--- src/rtl/mmio_pkg.sv ---
// mmio_pkg: shared constants and types for the memory-mapped I/O block.
// Holds the IO region tag, register offsets, STATUS bit positions and the
// offset decoder used by mmio_ctrl.
package mmio_pkg;

  // Upper two address bits that select the IO region.
  localparam logic [1:0] IoRegion = 2'b10;

  // Register offsets within the IO region (addr[7:0]).
  localparam logic [7:0] OffStatus = 8'h00;
  localparam logic [7:0] OffRx     = 8'h04;
  localparam logic [7:0] OffTx     = 8'h08;
  localparam logic [7:0] OffCyc    = 8'h10;
  localparam logic [7:0] OffIns    = 8'h14;
  localparam logic [7:0] OffCtrClr = 8'h18;

  // STATUS register bit positions.
  localparam int unsigned StTxEmpty  = 0;
  localparam int unsigned StRxValid  = 1;
  localparam int unsigned StRxFull   = 2;
  localparam int unsigned StTxDrop   = 3;
  localparam int unsigned StCountLsb = 8;

  typedef enum logic [2:0] {
    RegNone,
    RegStatus,
    RegRx,
    RegTx,
    RegCyc,
    RegIns,
    RegCtrClr
  } reg_e;

  function automatic reg_e decode_reg(input logic [7:0] off);
    case (off)
      OffStatus: return RegStatus;
      OffRx:     return RegRx;
      OffTx:     return RegTx;
      OffCyc:    return RegCyc;
      OffIns:    return RegIns;
      OffCtrClr: return RegCtrClr;
      default:   return RegNone;
    endcase
  endfunction

endpackage

--- src/rtl/mmio_ctrl_fifo_sync.sv ---
// fifo_sync: single-clock FIFO with synchronous active-high reset.
// Ports:
//   clk_i, rst_i        clock and synchronous reset
//   push_i, wdata_i     write request and data (ignored when full)
//   pop_i, rdata_o      read request (ignored when empty) and head-of-queue data
//   full_o, empty_o     occupancy flags
//   count_o             number of stored entries (0..DEPTH)
// rdata_o shows the head entry combinationally; a push is never bypassed to it.
module fifo_sync #(
  parameter int unsigned WIDTH = 8,
  parameter int unsigned DEPTH = 8,
  localparam int unsigned AW   = $clog2(DEPTH)
) (
  input  logic             clk_i,
  input  logic             rst_i,
  input  logic             push_i,
  input  logic [WIDTH-1:0] wdata_i,
  input  logic             pop_i,
  output logic [WIDTH-1:0] rdata_o,
  output logic             full_o,
  output logic             empty_o,
  output logic [AW:0]      count_o
);

  logic [WIDTH-1:0] mem_q [DEPTH];
  logic [WIDTH-1:0] mem_d [DEPTH];
  logic [AW-1:0]    wptr_q, wptr_d;
  logic [AW-1:0]    rptr_q, rptr_d;
  logic [AW:0]      count_q, count_d;
  logic             do_push, do_pop;

  assign full_o  = (count_q == (AW + 1)'(DEPTH));
  assign empty_o = (count_q == '0);
  assign count_o = count_q;
  assign rdata_o = mem_q[rptr_q];

  assign do_push = push_i && !full_o;
  assign do_pop  = pop_i && !empty_o;

  always_comb begin
    mem_d   = mem_q;
    wptr_d  = wptr_q;
    rptr_d  = rptr_q;
    count_d = count_q;
    if (do_push) begin
      mem_d[wptr_q] = wdata_i;
      // DEPTH is a power of two, so pointer overflow is the modulo wrap.
      wptr_d = wptr_q + 1'b1;
    end
    if (do_pop) begin
      rptr_d = rptr_q + 1'b1;
    end
    unique case ({do_push, do_pop})
      2'b10:   count_d = count_q + 1'b1;
      2'b01:   count_d = count_q - 1'b1;
      default: count_d = count_q;
    endcase
  end

  always_ff @(posedge clk_i) begin
    // Storage needs no reset: stale entries are unreachable once pointers clear.
    mem_q <= mem_d;
    if (rst_i) begin
      wptr_q  <= '0;
      rptr_q  <= '0;
      count_q <= '0;
    end else begin
      wptr_q  <= wptr_d;
      rptr_q  <= rptr_d;
      count_q <= count_d;
    end
  end

endmodule

--- src/rtl/mmio_ctrl.sv ---
// mmio_ctrl: registered memory-mapped IO block (UART + performance counters).
// Ports:
//   clk, rst                   clock, synchronous active-high reset
//   addr, rd_en, wr_en, wdata  CPU access (EX stage); IO region is addr[31:30] == 2'b10
//   instr_commit               one pulse per retired instruction
//   uart_rx_data/valid/ready   byte stream from the UART receiver into the RX FIFO
//   uart_tx_data/valid/ready   holding register handshake to the UART transmitter
//   rdata                      read data, registered (1-cycle latency like DMEM/BIOS)
module mmio_ctrl
  import mmio_pkg::*;
#(
  parameter int unsigned WIDTH     = 32,
  parameter int unsigned RX_DEPTH  = 8,
  parameter int unsigned CTR_WIDTH = 32
) (
  input  logic             clk,
  input  logic             rst,
  input  logic [WIDTH-1:0] addr,
  input  logic             rd_en,
  input  logic             wr_en,
  input  logic [WIDTH-1:0] wdata,
  input  logic             instr_commit,
  input  logic [7:0]       uart_rx_data,
  input  logic             uart_rx_valid,
  output logic             uart_rx_ready,
  output logic [7:0]       uart_tx_data,
  output logic             uart_tx_valid,
  input  logic             uart_tx_ready,
  output logic [WIDTH-1:0] rdata
);

  localparam int unsigned RxAw = $clog2(RX_DEPTH);

  logic                 io_hit, rd_hit, wr_hit;
  reg_e                 reg_sel;
  logic [WIDTH-1:0]     status;

  logic [7:0]           rx_byte;
  logic                 rx_full, rx_empty, rx_push, rx_pop;
  logic [RxAw:0]        rx_count;

  logic [7:0]           tx_data_q, tx_data_d;
  logic                 tx_valid_q, tx_valid_d;
  logic                 tx_drop_q, tx_drop_d;
  logic [CTR_WIDTH-1:0] cycle_q, cycle_d;
  logic [CTR_WIDTH-1:0] instr_q, instr_d;
  logic [WIDTH-1:0]     rdata_q, rdata_d;

  // Address and data bits outside the decoded fields are intentionally ignored.
  logic unused_bits;
  assign unused_bits = ^{addr[WIDTH-3:8], wdata[WIDTH-1:8]};

  assign io_hit  = (addr[WIDTH-1 -: 2] == IoRegion);
  assign rd_hit  = rd_en && io_hit;
  assign wr_hit  = wr_en && io_hit;
  assign reg_sel = decode_reg(addr[7:0]);

  assign uart_rx_ready = !rx_full;
  assign rx_push       = uart_rx_valid && !rx_full;
  assign rx_pop        = rd_hit && (reg_sel == RegRx) && !rx_empty;

  fifo_sync #(
    .WIDTH (8),
    .DEPTH (RX_DEPTH)
  ) u_rx_fifo (
    .clk_i   (clk),
    .rst_i   (rst),
    .push_i  (rx_push),
    .wdata_i (uart_rx_data),
    .pop_i   (rx_pop),
    .rdata_o (rx_byte),
    .full_o  (rx_full),
    .empty_o (rx_empty),
    .count_o (rx_count)
  );

  always_comb begin
    status                    = '0;
    status[StTxEmpty]         = !tx_valid_q;
    status[StRxValid]         = !rx_empty;
    status[StRxFull]          = rx_full;
    status[StTxDrop]          = tx_drop_q;
    status[StCountLsb +: 8]   = 8'(rx_count);
  end

  // Read mux, captured into rdata_q every cycle.
  always_comb begin
    rdata_d = '0;
    if (rd_hit) begin
      unique case (reg_sel)
        RegStatus: rdata_d = status;
        RegRx:     rdata_d = rx_empty ? '0 : WIDTH'(rx_byte);
        RegCyc:    rdata_d = WIDTH'(cycle_q);
        RegIns:    rdata_d = WIDTH'(instr_q);
        default:   rdata_d = '0;
      endcase
    end
  end

  always_comb begin
    tx_data_d  = tx_data_q;
    tx_valid_d = tx_valid_q;
    tx_drop_d  = tx_drop_q;
    if (tx_valid_q && uart_tx_ready) begin
      tx_valid_d = 1'b0;
    end
    if (wr_hit && (reg_sel == RegTx)) begin
      // Decision uses the current valid, so a write in the handshake cycle is dropped.
      if (!tx_valid_q) begin
        tx_data_d  = wdata[7:0];
        tx_valid_d = 1'b1;
      end else begin
        tx_drop_d = 1'b1;
      end
    end
    if (wr_hit && (reg_sel == RegStatus) && wdata[StTxDrop]) begin
      tx_drop_d = 1'b0;
    end
  end

  always_comb begin
    cycle_d = cycle_q + CTR_WIDTH'(1);
    instr_d = instr_q + CTR_WIDTH'(instr_commit);
    if (wr_hit && (reg_sel == RegCtrClr)) begin
      cycle_d = '0;
      instr_d = '0;
    end
  end

  always_ff @(posedge clk) begin
    if (rst) begin
      tx_data_q  <= '0;
      tx_valid_q <= 1'b0;
      tx_drop_q  <= 1'b0;
      cycle_q    <= '0;
      instr_q    <= '0;
      rdata_q    <= '0;
    end else begin
      tx_data_q  <= tx_data_d;
      tx_valid_q <= tx_valid_d;
      tx_drop_q  <= tx_drop_d;
      cycle_q    <= cycle_d;
      instr_q    <= instr_d;
      rdata_q    <= rdata_d;
    end
  end

  assign uart_tx_data  = tx_data_q;
  assign uart_tx_valid = tx_valid_q;
  assign rdata         = rdata_q;

endmodule

--- config.mk ---
export PLATFORM = sky130hd
export DESIGN_NAME = mmio_ctrl
export DESIGN_NICKNAME = d
export VERILOG_FILES = /design/src/rtl/mmio_pkg.sv /design/src/rtl/mmio_ctrl_fifo_sync.sv /design/src/rtl/mmio_ctrl.sv
export SDC_FILE = /design/constraint.sdc
export NUM_CORES = 1
export LEC_CHECK = 0
export BUFFER_PORTS_ARGS = -buffer_cell sky130_fd_sc_hd__buf_2
export CAP_MARGIN = 0
export CORE_AREA = 2 2 152 154
export CTS_CLUSTER_DIAMETER = 150
export DETAILED_ROUTE_END_ITERATION = 16
export DIE_AREA = 0 0 154 156
export PLACE_DENSITY = 0.61
export SLEW_MARGIN = 5
export SYNTH_ARGS = -nofsm -noshare
export SYNTH_HDL_FRONTEND = slang
export SYNTH_HIERARCHICAL = 1
export SYNTH_SLANG_ARGS = --single-unit
--- constraint.sdc ---
create_clock -name clk -period 3.3 [get_ports clk]
set_clock_uncertainty 0.05 [all_clocks]
set_input_delay 0.165 -clock clk [delete_from_list [all_inputs] [get_ports clk]]
set_output_delay 0.165 -clock clk [all_outputs]
set_load 0.005 [all_outputs]
==> results.md <==
* Horiz. Die Dim at between 150 and 200 um
* Seq/Total Area, Yosys at 0.5463
* Die Span Y at ~160 um
* Seq cells post-synth at 180
* Max Fclk at about 0.34 GHz
* Htree depth at 4
* Core Area at 22370 um^2
* Arrival time of the worst setup path at 3300 ps
* EDFF count, synth at 64
* Outcome: finished clean
* Setup WS post-layout at ~320 ps
* GRT Residual Overflow at 0
* DR vias/cell at ~5.3
* DR pass1 iterations at 5
* Worst hold path stage count at 3
* Core Rows at 55
* Final Hold Viols at 0
* Syn Std Cell Area at 7769 um^2
* Largest net degree at the start of global routing at 36
* Reg2reg start: u_rx_fifo/count_o[0]$_SDFFE_PP0P_
* RSZ-0062 raised after global routing: false
* Overall power at about 4600 uW
* Fin crit share at 0.9029
* Hold WC Path Type: in2reg
* Via count at ~5.8k
* CTS root buf: clkbuf_16
* CTS tree: yes
* Peak VDD IR at 0.3512 mV
* Slew headroom at 0.4711
* Worst path cell trace: nor4_1, nor2_2, and4_1, o41a_1, ha_1, ha_1, a21oi_1, a21oi_1, or4_1, a21oi_1
* First-pass GRT wire length at about 30 mm
* Worst setup SP type: flop
* First DRT Iteration DRCs at 328
* Mapped Cells at 700
* Initial antenna violation count at 0
* Post-Place Worst Slack at 250.6 ps
* Setup_tns at 0 ps
* DRC violations left at 0
* R2R setup slack at about 320 ps
* Final wirelength at ~18 mm
* Area Overhead vs Synth at 18.97%
* Synthesized Nets at 788
* CP max stage delay at 460 ps
* Crit path top cell by count: a21oi_1
* CP Max Fanout at 8
* I/O pin total at around 120
* R2R cell count at 10
* Unique masters post-synth at 50
* Num CTS Buffers at 17
* GRT Util Overall at 0.1546
* MaxCap Viol Count at 0
* Port Buffers at between 70 and 80
* Critical Path RT at 3620 ps
* Full die area at 24020 um^2
* Layout cells sized above 1 at 0.1754
* Slew Viols, Final at 0
* Antenna-violating nets left at 0
* Average wire per standard cell at between 15 and 20 um
* Nets at 873
* Setup CP Type: reg2reg
* CTS max path bufs at 2
* Delay-heaviest family, CP: simple AND/OR/NAND/NOR gates
* Slowest-stage cell, CP: or4_1
* Worst-margin pin slew at just under 800 ps
* P_leak at about 0.0032 uW
* Later-pin clock latency in the skew report at around 440 ps
* Hold EP: instr_q[0]$_SDFF_PP0_
* HP Start: instr_commit
* Worst reg2reg endpoint: u_rx_fifo/count_o[3]$_SDFFE_PP0P_
* Post-DP HPWL at 12.46 mm
* Fin area at between 9000 and 10000 um^2
* Synth warnings at 6
* Min cycle time layout at around 3000 ps
* Crit. End Element: flop
* Ys async rst share at 0
* Final setup viols at 0
* RD Place Congestion at roughly 0.76
* Power per cell area at roughly 500 nW/um^2
* Syn Area/Cell at around 11 um^2
* CTS Sinks at 180
* Diodes inserted at 0
* Vias in the first global route at about 5.4k
* Initial core utilization at 0.3474
* Reg clk slew, reported paths at about 70 ps
* Top FF cell, synth: dfxtp_1
* Buffers and inverters on the worst path at 0
* Dpl cell area at around 8500 um^2
[cells in the final DEF, fill, tap and decap left out, types with 17 or more instances in the layout]
master	netlist	layout
mux2i_1	28	28
dfxtp_1	116	116
a21oi_1	49	49
nand3_1	25	25
dlygate4sd3_1	0	17
or4_1	27	27
clkbuf_16	0	17
nor2_1	80	79
nand2_1	25	24
nand4_1	19	19
o31ai_1	23	23
buf_4	0	19
edfxtp_1	64	64
buf_2	5	74
[worst min-delay path, stage by stage]
cell	delay [ps]
buf_2	90
ha_1	120
and3_1	140
[per-layer routing]
metal  wire (um)  part of all wire  up-vias  GRT usage
met3         755             0.041       20    0.03389
met4         273             0.015        0    0.04406
met1        8691              0.48     2779     0.2092
met5           0                 0        -          0
met2        8504              0.47      144     0.2498
li1            -                 -     2812          -
[timing repair]
| action | in CTS | in global routing |
|---|---|---|
| endpoints found under the hold margin | 74 | 0 |
| resized for setup | 0 | 1 |
| endpoints found under the setup margin | 0 | 1 |
| buffers inserted | 0 | 0 |
| hold buffers | 17 | 0 |
[flip-flops by register name, summed over array words and instances, names as in the netlist]
signal             flops
instr_q               32
uart_tx_valid          1
u_rx_fifo/mem_q       64
uart_tx_data           8
u_rx_fifo/count_o      4
cycle_q               32
u_rx_fifo/rptr_q       3
tx_drop_q              1
u_rx_fifo/wptr_q       3
rdata                 32
[power by group]
part           switching, uW  internal (uW)
Sequential              21.4           2320
Combinational            109           83.0
Clock                   1000           1110
Total                   1130           3510
[how the worst max path moves through the flow]
stage | end | startpoint | cells past startpoint | slack (ps)
finish | u_rx_fifo/count_o[3]$_SDFFE_PP0P_ | u_rx_fifo/count_o[0]$_SDFFE_PP0P_ | 10 | 320
global route | u_rx_fifo/count_o[3]$_SDFFE_PP0P_ | u_rx_fifo/count_o[0]$_SDFFE_PP0P_ | 10 | 80
CTS | u_rx_fifo/count_o[3]$_SDFFE_PP0P_ | u_rx_fifo/count_o[0]$_SDFFE_PP0P_ | 10 | 280
detailed placement | u_rx_fifo/count_o[3]$_SDFFE_PP0P_ | addr[7] | 11 | 250
global placement | u_rx_fifo/count_o[3]$_SDFFE_PP0P_ | addr[7] | 11 | 350
floorplan | u_rx_fifo/count_o[3]$_SDFFE_PP0P_ | addr[7] | 10 | 600
[Yosys cell counts, types with 2 or more instances]
cell type / instances / area share
a21oi_1: 49 / 0.032
a31oi_1: 5 / 0.0040
and3_1: 7 / 0.0056
nand2b_1: 2 / 0.0016
clkbuf_1: 30 / 0.014
dfxtp_1: 116 / 0.30
xor2_1: 14 / 0.016
a22o_1: 6 / 0.0068
and3b_1: 2 / 0.0023
or3_1: 16 / 0.013
nor2_1: 80 / 0.039
edfxtp_1: 64 / 0.25
nor2b_1: 3 / 0.0024
buf_1: 7 / 0.0034
o31ai_1: 23 / 0.022
inv_1: 16 / 0.0077
buf_2: 5 / 0.0032
nand4b_1: 9 / 0.010
or4_1: 27 / 0.026
xnor2_1: 15 / 0.017
nor3_1: 8 / 0.0052
ha_1: 8 / 0.013
nand2_1: 25 / 0.012
nor4_1: 8 / 0.0064
mux2i_1: 28 / 0.036
buf_6: 2 / 0.0029
a211oi_1: 5 / 0.0048
mux4_1: 16 / 0.054
and4_1: 8 / 0.0090
o21ai_1: 7 / 0.0045
nand4_1: 19 / 0.015
nand3_1: 25 / 0.016
a22oi_1: 6 / 0.0058
mux2_2: 9 / 0.013
o21ai_0: 15 / 0.0097
[logic make-up after synthesis]
kind of cell	after synthesis	share of synthesized area
adders and majority gates	9	0.01546
AOI/OAI and AO/OA	120	0.09438
xor gates and xnor gates	29	0.03270
and+or+nand+nor	248	0.1736
DFF	180	0.5463
muxes	53	0.1032
buffers and inverters	61	0.03431
[per-stage QoR]
| step | std cells | util | hold WS [ps] |
|---|---|---|---|
| after floorplan | 700 | - | 213.9 |
| after global placement | 1034 | 0.3780 | 378.9 |
| after detailed placement | 1034 | 0.3780 | 378.6 |
| after CTS | 1083 | 0.4131 | 46.12 |
| after global routing | 1083 | 0.4133 | 73.28 |
| final | 1083 | 0.4133 | 47.05 |
[final cells by class]
cell class / count / area, um^2
inverter: 16 / 60.06
clock inverter: 15 / 190.2
fill: 2131 / 13120
timing repair buffer: 111 / 703.2
sequential: 180 / 4244
clock buffer: 17 / 425.4
tap: 285 / 356.6
multi-input combinational: 459 / 3263
(Power assumes the default switching activity.)
